[config.mk]
export PLATFORM = sky130hd
export DESIGN_NAME = alu_arbiter_flat
export DESIGN_NICKNAME = d
export VERILOG_FILES = /design/src/rtl/alu_arbiter_pkg.sv /design/src/rtl/alu_arbiter_if.sv /design/src/rtl/alu_arbiter_rr_arb2.sv /design/src/rtl/alu_arbiter.sv /design/src/flat_wrapper.sv
export SDC_FILE = /design/constraint.sdc
export NUM_CORES = 1
export LEC_CHECK = 0
export CORE_UTILIZATION = 28
export CTS_BUF_LIST = sky130_fd_sc_hd__clkbuf_8
export CTS_CLUSTER_DIAMETER = 60
export DETAILED_ROUTE_END_ITERATION = 16
export GPL_ROUTABILITY_DRIVEN = 0
export PLACE_DENSITY = 0.71
export SLEW_MARGIN = 20
export SYNTH_ARGS = -nofsm -noshare
export SYNTH_HDL_FRONTEND = slang
export SYNTH_SLANG_ARGS = --single-unit
export TNS_END_PERCENT = 20
[constraint.sdc]
create_clock -name Clk -period 1.35 [get_ports Clk]
set_input_delay 0.3375 -clock Clk [delete_from_list [all_inputs] [get_ports Clk]]
set_output_delay 0.3375 -clock Clk [all_outputs]
set_load 0.01 [all_outputs]
[src/rtl/alu_arbiter_pkg.sv]
// Shared definitions for the two-requester ALU arbiter: op codes, FSM states
// and the default datapath width.
package alu_arbiter_pkg;

  localparam int ALU_WIDTH = 8;

  localparam logic ALU_OP_ADD = 1'b0;
  localparam logic ALU_OP_SUB = 1'b1;

  typedef enum logic [1:0] {
    ST_IDLE = 2'd0,
    ST_EXEC = 2'd1,
    ST_HOLD = 2'd2
  } state_t;

  // Requester index -> one-hot bit position in the 2-bit handshake vectors.
  function automatic logic [1:0] onehot2(input logic idx);
    return idx ? 2'b10 : 2'b01;
  endfunction

endpackage

[src/rtl/alu_arbiter_if.sv]
// Request/response bundle between the two requesters and the ALU arbiter.
// Handshake: a transfer happens on a rising edge where valid and ready are both 1;
// ReqValid/RspValid bit i belongs to requester i, and ready is only meaningful while valid.
interface alu_arbiter_if #(
  parameter int WIDTH = 8
);

  logic [1:0]       ReqValid;
  logic [1:0]       ReqReady;
  logic [WIDTH-1:0] Req0A;
  logic [WIDTH-1:0] Req0B;
  logic             Req0Op;
  logic [WIDTH-1:0] Req1A;
  logic [WIDTH-1:0] Req1B;
  logic             Req1Op;

  logic [1:0]       RspValid;
  logic [1:0]       RspReady;
  logic [WIDTH-1:0] RspData;
  logic             RspZero;
  logic             RspLT;

  modport slave (
    input  ReqValid, Req0A, Req0B, Req0Op, Req1A, Req1B, Req1Op, RspReady,
    output ReqReady, RspValid, RspData, RspZero, RspLT
  );

  modport master (
    output ReqValid, Req0A, Req0B, Req0Op, Req1A, Req1B, Req1Op, RspReady,
    input  ReqReady, RspValid, RspData, RspZero, RspLT
  );

endinterface

[src/rtl/alu_arbiter_rr_arb2.sv]
// Two-way round-robin grant: the favoured requester wins a tie, otherwise
// whichever single requester is valid wins.
module rr_arb2
  import alu_arbiter_pkg::*;
(
  input  logic [1:0] i_valid,
  input  logic       i_ptr,
  output logic [1:0] o_grant
);

  logic w_other;

  assign w_other = ~i_ptr;

  always_comb begin
    o_grant = 2'b00;
    if (i_valid[i_ptr]) begin
      o_grant = onehot2(i_ptr);
    end else if (i_valid[w_other]) begin
      o_grant = onehot2(w_other);
    end
  end

endmodule

[src/rtl/alu_arbiter.sv]
// Shares one external add/sub ALU between two requesters: round-robin accept,
// one cycle of execution from registered operands, then a held response.
module alu_arbiter
  import alu_arbiter_pkg::*;
#(
  parameter int WIDTH    = ALU_WIDTH,
  parameter bit INIT_PTR = 1'b0
) (
  input  logic             Clk,
  input  logic             Reset_n,
  alu_arbiter_if.slave     bus,
  output logic [WIDTH-1:0] AluA,
  output logic [WIDTH-1:0] AluB,
  output logic             AluOp,
  input  logic [WIDTH-1:0] AluOut,
  input  logic             AluZero,
  input  logic             AluLT,
  output logic             Busy,
  output state_t           DbgState
);

  state_t           r_state;
  state_t           w_state_nxt;
  logic             r_ptr;
  logic             r_owner;
  logic [WIDTH-1:0] r_a;
  logic [WIDTH-1:0] r_b;
  logic             r_op;
  logic [WIDTH-1:0] r_rsp_data;
  logic             r_rsp_zero;
  logic             r_rsp_lt;

  logic [1:0]       w_grant;
  logic [1:0]       w_req_ready;
  logic [1:0]       w_rsp_valid;
  logic             w_accept;
  logic             w_capture;
  logic             w_grant_idx;
  logic [WIDTH-1:0] w_sel_a;
  logic [WIDTH-1:0] w_sel_b;
  logic             w_sel_op;

  rr_arb2 u_rr_arb2 (
    .i_valid (bus.ReqValid),
    .i_ptr   (r_ptr),
    .o_grant (w_grant)
  );

  assign w_grant_idx = w_grant[1];
  assign w_sel_a     = w_grant_idx ? bus.Req1A  : bus.Req0A;
  assign w_sel_b     = w_grant_idx ? bus.Req1B  : bus.Req0B;
  assign w_sel_op    = w_grant_idx ? bus.Req1Op : bus.Req0Op;

  always_comb begin
    w_state_nxt = r_state;
    w_req_ready = 2'b00;
    w_rsp_valid = 2'b00;
    w_accept    = 1'b0;
    w_capture   = 1'b0;
    case (r_state)
      ST_IDLE: begin
        if (|w_grant) begin
          w_req_ready = w_grant;
          w_accept    = 1'b1;
          w_state_nxt = ST_EXEC;
        end
      end
      ST_EXEC: begin
        w_capture   = 1'b1;
        w_state_nxt = ST_HOLD;
      end
      ST_HOLD: begin
        w_rsp_valid = onehot2(r_owner);
        // Only the owner's ready can release the held result.
        if (bus.RspReady[r_owner]) begin
          w_state_nxt = ST_IDLE;
        end
      end
      default: begin
        w_state_nxt = ST_IDLE;
      end
    endcase
  end

  always_ff @(posedge Clk or negedge Reset_n) begin
    if (!Reset_n) begin
      r_state <= ST_IDLE;
    end else begin
      r_state <= w_state_nxt;
    end
  end

  always_ff @(posedge Clk or negedge Reset_n) begin
    if (!Reset_n) begin
      r_ptr   <= INIT_PTR;
      r_owner <= 1'b0;
      r_a     <= '0;
      r_b     <= '0;
      r_op    <= ALU_OP_ADD;
    end else begin
      if (w_accept) begin
        r_a     <= w_sel_a;
        r_b     <= w_sel_b;
        r_op    <= w_sel_op;
        r_owner <= w_grant_idx;
      end
      // The requester that just got served drops to second priority.
      if (w_capture) begin
        r_ptr <= ~r_owner;
      end
    end
  end

  always_ff @(posedge Clk or negedge Reset_n) begin
    if (!Reset_n) begin
      r_rsp_data <= '0;
      r_rsp_zero <= 1'b0;
      r_rsp_lt   <= 1'b0;
    end else if (w_capture) begin
      r_rsp_data <= AluOut;
      r_rsp_zero <= AluZero;
      r_rsp_lt   <= AluLT;
    end
  end

  // ALU inputs come only from the operand registers so they never follow the request ports.
  assign AluA         = r_a;
  assign AluB         = r_b;
  assign AluOp        = r_op;

  assign bus.ReqReady = w_req_ready;
  assign bus.RspValid = w_rsp_valid;
  assign bus.RspData  = r_rsp_data;
  assign bus.RspZero  = r_rsp_zero;
  assign bus.RspLT    = r_rsp_lt;
  assign Busy         = (r_state != ST_IDLE);
  assign DbgState     = r_state;

  a_rsp_onehot : assert property (@(posedge Clk) disable iff (!Reset_n)
    $onehot0(bus.RspValid));

  a_ready_idle : assert property (@(posedge Clk) disable iff (!Reset_n)
    (bus.ReqReady != 2'b00) |-> (r_state == ST_IDLE));

endmodule

[src/flat_wrapper.sv]
// flat-port wrapper written by rule: the top's interface ports become plain ports
module alu_arbiter_flat import alu_arbiter_pkg::*;
#(
  parameter int WIDTH    = ALU_WIDTH,
  parameter bit INIT_PTR = 1'b0
)
  (Clk, Reset_n, AluA, AluB, AluOp, AluOut, AluZero, AluLT, Busy, DbgState, bus_ReqValid, bus_Req0A, bus_Req0B, bus_Req0Op, bus_Req1A, bus_Req1B, bus_Req1Op, bus_RspReady, bus_ReqReady, bus_RspValid, bus_RspData, bus_RspZero, bus_RspLT);
  alu_arbiter_if #(.WIDTH(WIDTH)) bus_i ();
  input  logic Clk;
  input  logic Reset_n;
  output logic [WIDTH-1:0] AluA;
  output logic [WIDTH-1:0] AluB;
  output logic AluOp;
  input  logic [WIDTH-1:0] AluOut;
  input  logic AluZero;
  input  logic AluLT;
  output logic Busy;
  output state_t DbgState;
  input wire logic [$bits(bus_i.ReqValid)-1:0] bus_ReqValid;
  input wire logic [$bits(bus_i.Req0A)-1:0] bus_Req0A;
  input wire logic [$bits(bus_i.Req0B)-1:0] bus_Req0B;
  input wire logic [$bits(bus_i.Req0Op)-1:0] bus_Req0Op;
  input wire logic [$bits(bus_i.Req1A)-1:0] bus_Req1A;
  input wire logic [$bits(bus_i.Req1B)-1:0] bus_Req1B;
  input wire logic [$bits(bus_i.Req1Op)-1:0] bus_Req1Op;
  input wire logic [$bits(bus_i.RspReady)-1:0] bus_RspReady;
  output wire logic [$bits(bus_i.ReqReady)-1:0] bus_ReqReady;
  output wire logic [$bits(bus_i.RspValid)-1:0] bus_RspValid;
  output wire logic [$bits(bus_i.RspData)-1:0] bus_RspData;
  output wire logic [$bits(bus_i.RspZero)-1:0] bus_RspZero;
  output wire logic [$bits(bus_i.RspLT)-1:0] bus_RspLT;
  assign bus_i.ReqValid = bus_ReqValid;
  assign bus_i.Req0A = bus_Req0A;
  assign bus_i.Req0B = bus_Req0B;
  assign bus_i.Req0Op = bus_Req0Op;
  assign bus_i.Req1A = bus_Req1A;
  assign bus_i.Req1B = bus_Req1B;
  assign bus_i.Req1Op = bus_Req1Op;
  assign bus_i.RspReady = bus_RspReady;
  assign bus_ReqReady = bus_i.ReqReady;
  assign bus_RspValid = bus_i.RspValid;
  assign bus_RspData = bus_i.RspData;
  assign bus_RspZero = bus_i.RspZero;
  assign bus_RspLT = bus_i.RspLT;
  alu_arbiter #(.WIDTH(WIDTH), .INIT_PTR(INIT_PTR)) u_core (.Clk(Clk), .Reset_n(Reset_n), .bus(bus_i), .AluA(AluA), .AluB(AluB), .AluOp(AluOp), .AluOut(AluOut), .AluZero(AluZero), .AluLT(AluLT), .Busy(Busy), .DbgState(DbgState));
endmodule
**Word level (Yosys, flattened, before mapping)**

Index checks and enable logic that the tools add are counted.

- Register bits: 31
- Bits of input ports: 50
- Output and inout port bits: 34
- Logic and storage cells: 45

- Order comparisons: 3
- Eq/ne operators: 4
- Multiplexer cells: 23
- Bitwise logic cells: 2
- Reduce and logical (&&, ||, !) cells: 4

Operator list:

| kind | number |
|---|---|
| 2-bit two-way mux | 10 |
| 8-bit two-way mux | 2 |
| 1-bit two-way mux | 10 |
| 1-bit by 2-bit < comparator with 1-bit output (second input constant) | 3 |
| 2-bit one-hot mux with 3 select lines | 1 |
| 2-bit by 1-bit inequality test with 1-bit output (second input constant) | 2 |
| 2-bit by 1-bit == test with 1-bit output (second input constant) | 1 |
| 2-bit == test (second input constant) | 1 |
| 2-bit logical NOT | 1 |
| 1-bit NOT | 2 |
| 2-bit AND reduction | 1 |
| 2-bit nonzero test | 1 |
| 2-bit OR reduction | 1 |

**Depth between registers and ports, before layout**

- Word-level depth: 8
- Depth in mapped cells: 6
- Mapped depth without buffers: 3

**Cells and area by module**

From an unflattened synthesis, not the netlist that was laid out.

- Cell total of the unflattened synthesis: 98
- Area, all modules: 1462.7 um2

Modules (own cells, without submodules):

| module | instances | cells an instance | area each (um2) |
|---|---|---|---|
| alu_arbiter | 1 | 95 | 1443.9 |
| rr_arb2 | 1 | 3 | 18.8 |

**Worst setup path before layout**

No wires, ideal clock.

- Path type: register to output
- Start: register u_core.r_state[0], in the netlist u_core.DbgState[0]
- End: output bus_ReqReady[1]
- Arrival time: 1.298 ns
- Data required time: 1.013 ns
- Path slack: -0.285 ns
- Stages on the path, launching flop included: 5
- Cells stage by stage: dfrtp_1 nor2_1 clkbuf_1 inv_1 nor3_1

- Longest elaborated chain between the ends: 2

RTL lines:

| element | RTL line | RTL |
|---|---|---|
| start: declaration | alu_arbiter.sv:22 | `state_t r_state;` |
| start signal: assignment | alu_arbiter.sv:89 | `r_state <= w_state_nxt;` |
| 2-bit logical NOT | alu_arbiter.sv:60 | `case (r_state)` |
| 2-bit two-way mux | alu_arbiter.sv:60 |  |
| end: declaration | flat_wrapper.sv:27 | `output wire logic [$bits(bus_i.ReqReady)-1:0] bus_ReqReady;` |

No other way between the ends.

**Worst setup path after layout**

- Start: register u_core.r_state[0], in the netlist u_core.DbgState[0]
- End: output bus_ReqReady[0]

The elaborated chain is that of the path after synthesis.

==> results list <==
- Run status: complete, but fails checks
- The final reports fail on negative setup slack.
- Share of async-settable or async-resettable flops after synthesis: 100.0%
- The average instance in the mapped netlist occupies 10.49 sq um.
- TritonCTS sink count: 31
* GRT Overall Usage: 16.94%
- Cell depth of the worst flop-to-flop path: 5
- Post-synthesis cell count: 143
* Starting density of the core: 29.19%
- Synthesis inferred 31 register bits.
- Startpoint of the worst-slack reg-to-reg timing path: u_core.DbgState[0]
- Commonest non-fill, non-tap cell in the layout: clkdlybuf4s50_1
- The critical path is of the reg -> out type.
- Post-detailed-route DRC marker count: 0
- Clock Latency Late Sink: 280 ps
- When the netlist entered floorplanning its net count stood at 193.
* Leakage dissipation: 1.102 nW
- Clock tree synthesis selected as its root buffer the cell clkbuf_8.
* Total inserted antenna cells: 0
- Static timing analysis puts the maximum clock frequency at 0.6226 GHz.
* Ordered cell list for the critical path: nor2_4 -> buf_6 -> and3_4 -> buf_6
* Avg Vias per Cell: 4.810
- DR iter-0 viols: 46
* Overall routed net length: 4486 um
- The setup check on the worst reg-to-reg path leaves a slack of 40 ps.
- The H-tree generated during clock tree synthesis spans 2 levels.
- Critical Path Source: u_core.DbgState[0]
* Max-capacitance violation count: 0
* Die outline height: 75.20 um
- The slowest stage of the critical path belongs to the cell dfrtp_1.
* Via count of the first global-routing pass: 1,488
* Share of layout cells above drive strength 1: 28.22%
- The initial antenna violation count was 0.
* Top fanout value on the critical path: 3
- In the final design database the tool counted 291 nets.
* Cell row count: 26
- Req. time, crit path: 1010 ps
* Post-Syn Area: 1500 sq um
- In this run, distinct cell masters in the synthesized netlist total 22.
* I/O pin count: 84
- Wire length of the first global-routing pass: 6982 um
- Cell with the most instances on the worst path: buf_6
- The design draws 5.400 mW.
* Transition time at the pin with the least slew margin: 228.7 ps
- After clock tree synthesis, the clock-pin slew on the worst setup and hold paths is 60 ps.
* Crit Reg-Reg Endpoint: u_core.bus.RspData[2]
- VDD sags by at most 0.7030 mV.
- Hold-fix buffers, CTS: 0
* Termination of the worst setup path: bus_ReqReady[0]
- Die width: 75.20 um
- Setup slack after placement: -667.6 ps
* Max-slew headroom: 84.59%
- Worst endpoint data arrival time: 1270 ps
- Number of slew-limit violations in the final report: 0
* Port buffer count: 83
- The worst setup path is launched from a register.
* PnR worst setup slack: -256.3 ps
* Yosys Warn Count: 0
- The worst setup path is captured at an output port.
* Total congestion overflow: 0
- Unrepaired setup endpoints after global routing: yes
- Clock tree from TritonCTS: built
- Count of endpoints failing hold in the final timing report: 0
- Most frequently used flop master after synthesis: dfrtp_1
* Final Critical Period: 1606 ps
- In the final timing run, aggregate negative setup slack is -1086 ps.
* P&R area growth vs syn: 76.56%
- Setup violations remaining at the end of the flow were counted as 7.
* Tightest Hold Check Type: in -> async
* Stage delay of the slowest cell on the critical path: 410 ps
- Summing over every cut layer, the via total after detailed routing is 1,496.
- Sequential elements use 51.71% of the synthesized area.
* Leading cell types in the layout, fill and taps excluded: 47 x clkdlybuf4s50_1, 31 x dfrtp_1, 29 x dlygate4sd2_1, 19 x o21ai_0, 17 x nand3_1
- The worst path uses 119.0% of the clock period.
- The clock arrives with 6.058 ps of skew.
* Initial DRT Pass Iterations: 4
- In the final routed layout, each cell accounts on average for 14.42 um.
- Post-route antenna net violation count: 0
- Detailed placement finished with a half-perimeter wire length of 3196 um.
* Core Box Area: 5140 sq um
* Number of buffers inserted during clock tree synthesis: 5
- Die area: 5654 sq um
* Largest net degree at the start of global routing: 32
* Buffers from clock root to sink, at most: 2
- The synthesized design contains 0 enable-type register cells.
- Power density over the cells: 2038 nW/um^2
metal layers:
metal / vias to the layer above / GRT usage (%) / part of all wire (%)
met3: 6 / 4.953 / 6.3
met1: 719 / 20.23 / 42
met2: 58 / 28.43 / 50
met5: - / 0 / 0
met4: 0 / 7.407 / 1.9
li1: 713 / - / -
per-stage QoR:
step | cell area [sq um] | hold WS (ps) | std cells | util, %
2_1_floorplan | 1511 | 41.91 | 143 | -
3_3_place_gp | 2509 | 485.6 | 298 | 48.81
3_5_place_dp | 2509 | 492.1 | 298 | 48.81
4_1_cts | 2621 | 421.0 | 310 | 51.00
5_1_grt | 2649 | 440.4 | 311 | 51.53
6_report | 2649 | 418.7 | 311 | 51.53
critical path: cells and delay by family, from the launching register on:
kind / cells / cell delay (ps)
DFF: 1 / 410
and+or+nand+nor: 2 / 360
buffers and inverters: 2 / 220
cell usage after synthesis (2+ instances only):
master	n	area share, %
a31oi_1	8	3.3
nand2_1	2	0.50
mux2_2	11	8.3
nand2b_1	2	0.83
clkbuf_1	5	1.3
o21ai_0	19	6.3
nor2_1	4	1.0
a31oi_2	9	7.5
inv_1	3	0.75
buf_6	2	1.5
buf_2	4	1.3
dfrtp_1	31	52
nand3_1	17	5.7
a21oi_1	18	6.0
how the worst min path moves through the flow:
stage | startpoint | endpoint | cells after the start
final | Reset_n | u_core.AluA[5] | 2
after global routing | Reset_n | u_core.AluA[5] | 2
after CTS | Reset_n | u_core.r_owner | 2
after detailed placement | u_core.bus.RspLT | u_core.bus.RspLT | 1
after global placement | u_core.bus.RspLT | u_core.bus.RspLT | 1
after floorplan | Reset_n | u_core.AluA[0] | 0
cells by family (layout without fill, tap and decap cells):
group / count (synthesis) / in the layout / synth area share (%)
muxes: 11 / 11 / 8.257
DFF: 31 / 31 / 51.71
AOI/OAI and AO/OA: 54 / 54 / 23.19
buffers and inverters: 16 / 113 / 6.088
and+or+nand+nor: 31 / 32 / 10.76
report_power, final:
| group | switching (mW) | internal (mW) | total [mW] |
|---|---|---|---|
| Clock | 0.325 | 0.399 | 0.724 |
| Sequential | 0.264 | 1.41 | 1.67 |
| Combinational | 1.39 | 1.61 | 3.00 |
registers in the layout (all words and copies together), names as in the netlist:
signal / count
u_core.bus.RspZero: 1
u_core.r_ptr: 1
u_core.bus.RspLT: 1
u_core.bus.RspData: 8
u_core.DbgState: 2
u_core.AluA: 8
u_core.AluOp: 1
u_core.r_owner: 1
u_core.AluB: 8
repair_timing:
item / 4_1_cts / 5_1_grt
gates cloned: 1 / 0
setup endpoints to repair: 52 / 11
resized for setup: 68 / 6
setup buffers: 4 / 1
pin swaps: 2 / 1
layout make-up:
class,instances,area (sq um)
repair buffers,103,993.5
multi-input cells,97,693.2
flip-flops and latches,31,775.7
well taps,70,87.58
inverters,3,11.26
clock buffers,6,82.58
fillers,515,2491
clock inverters,1,5.005
Power figures use the tool's default switching activity.
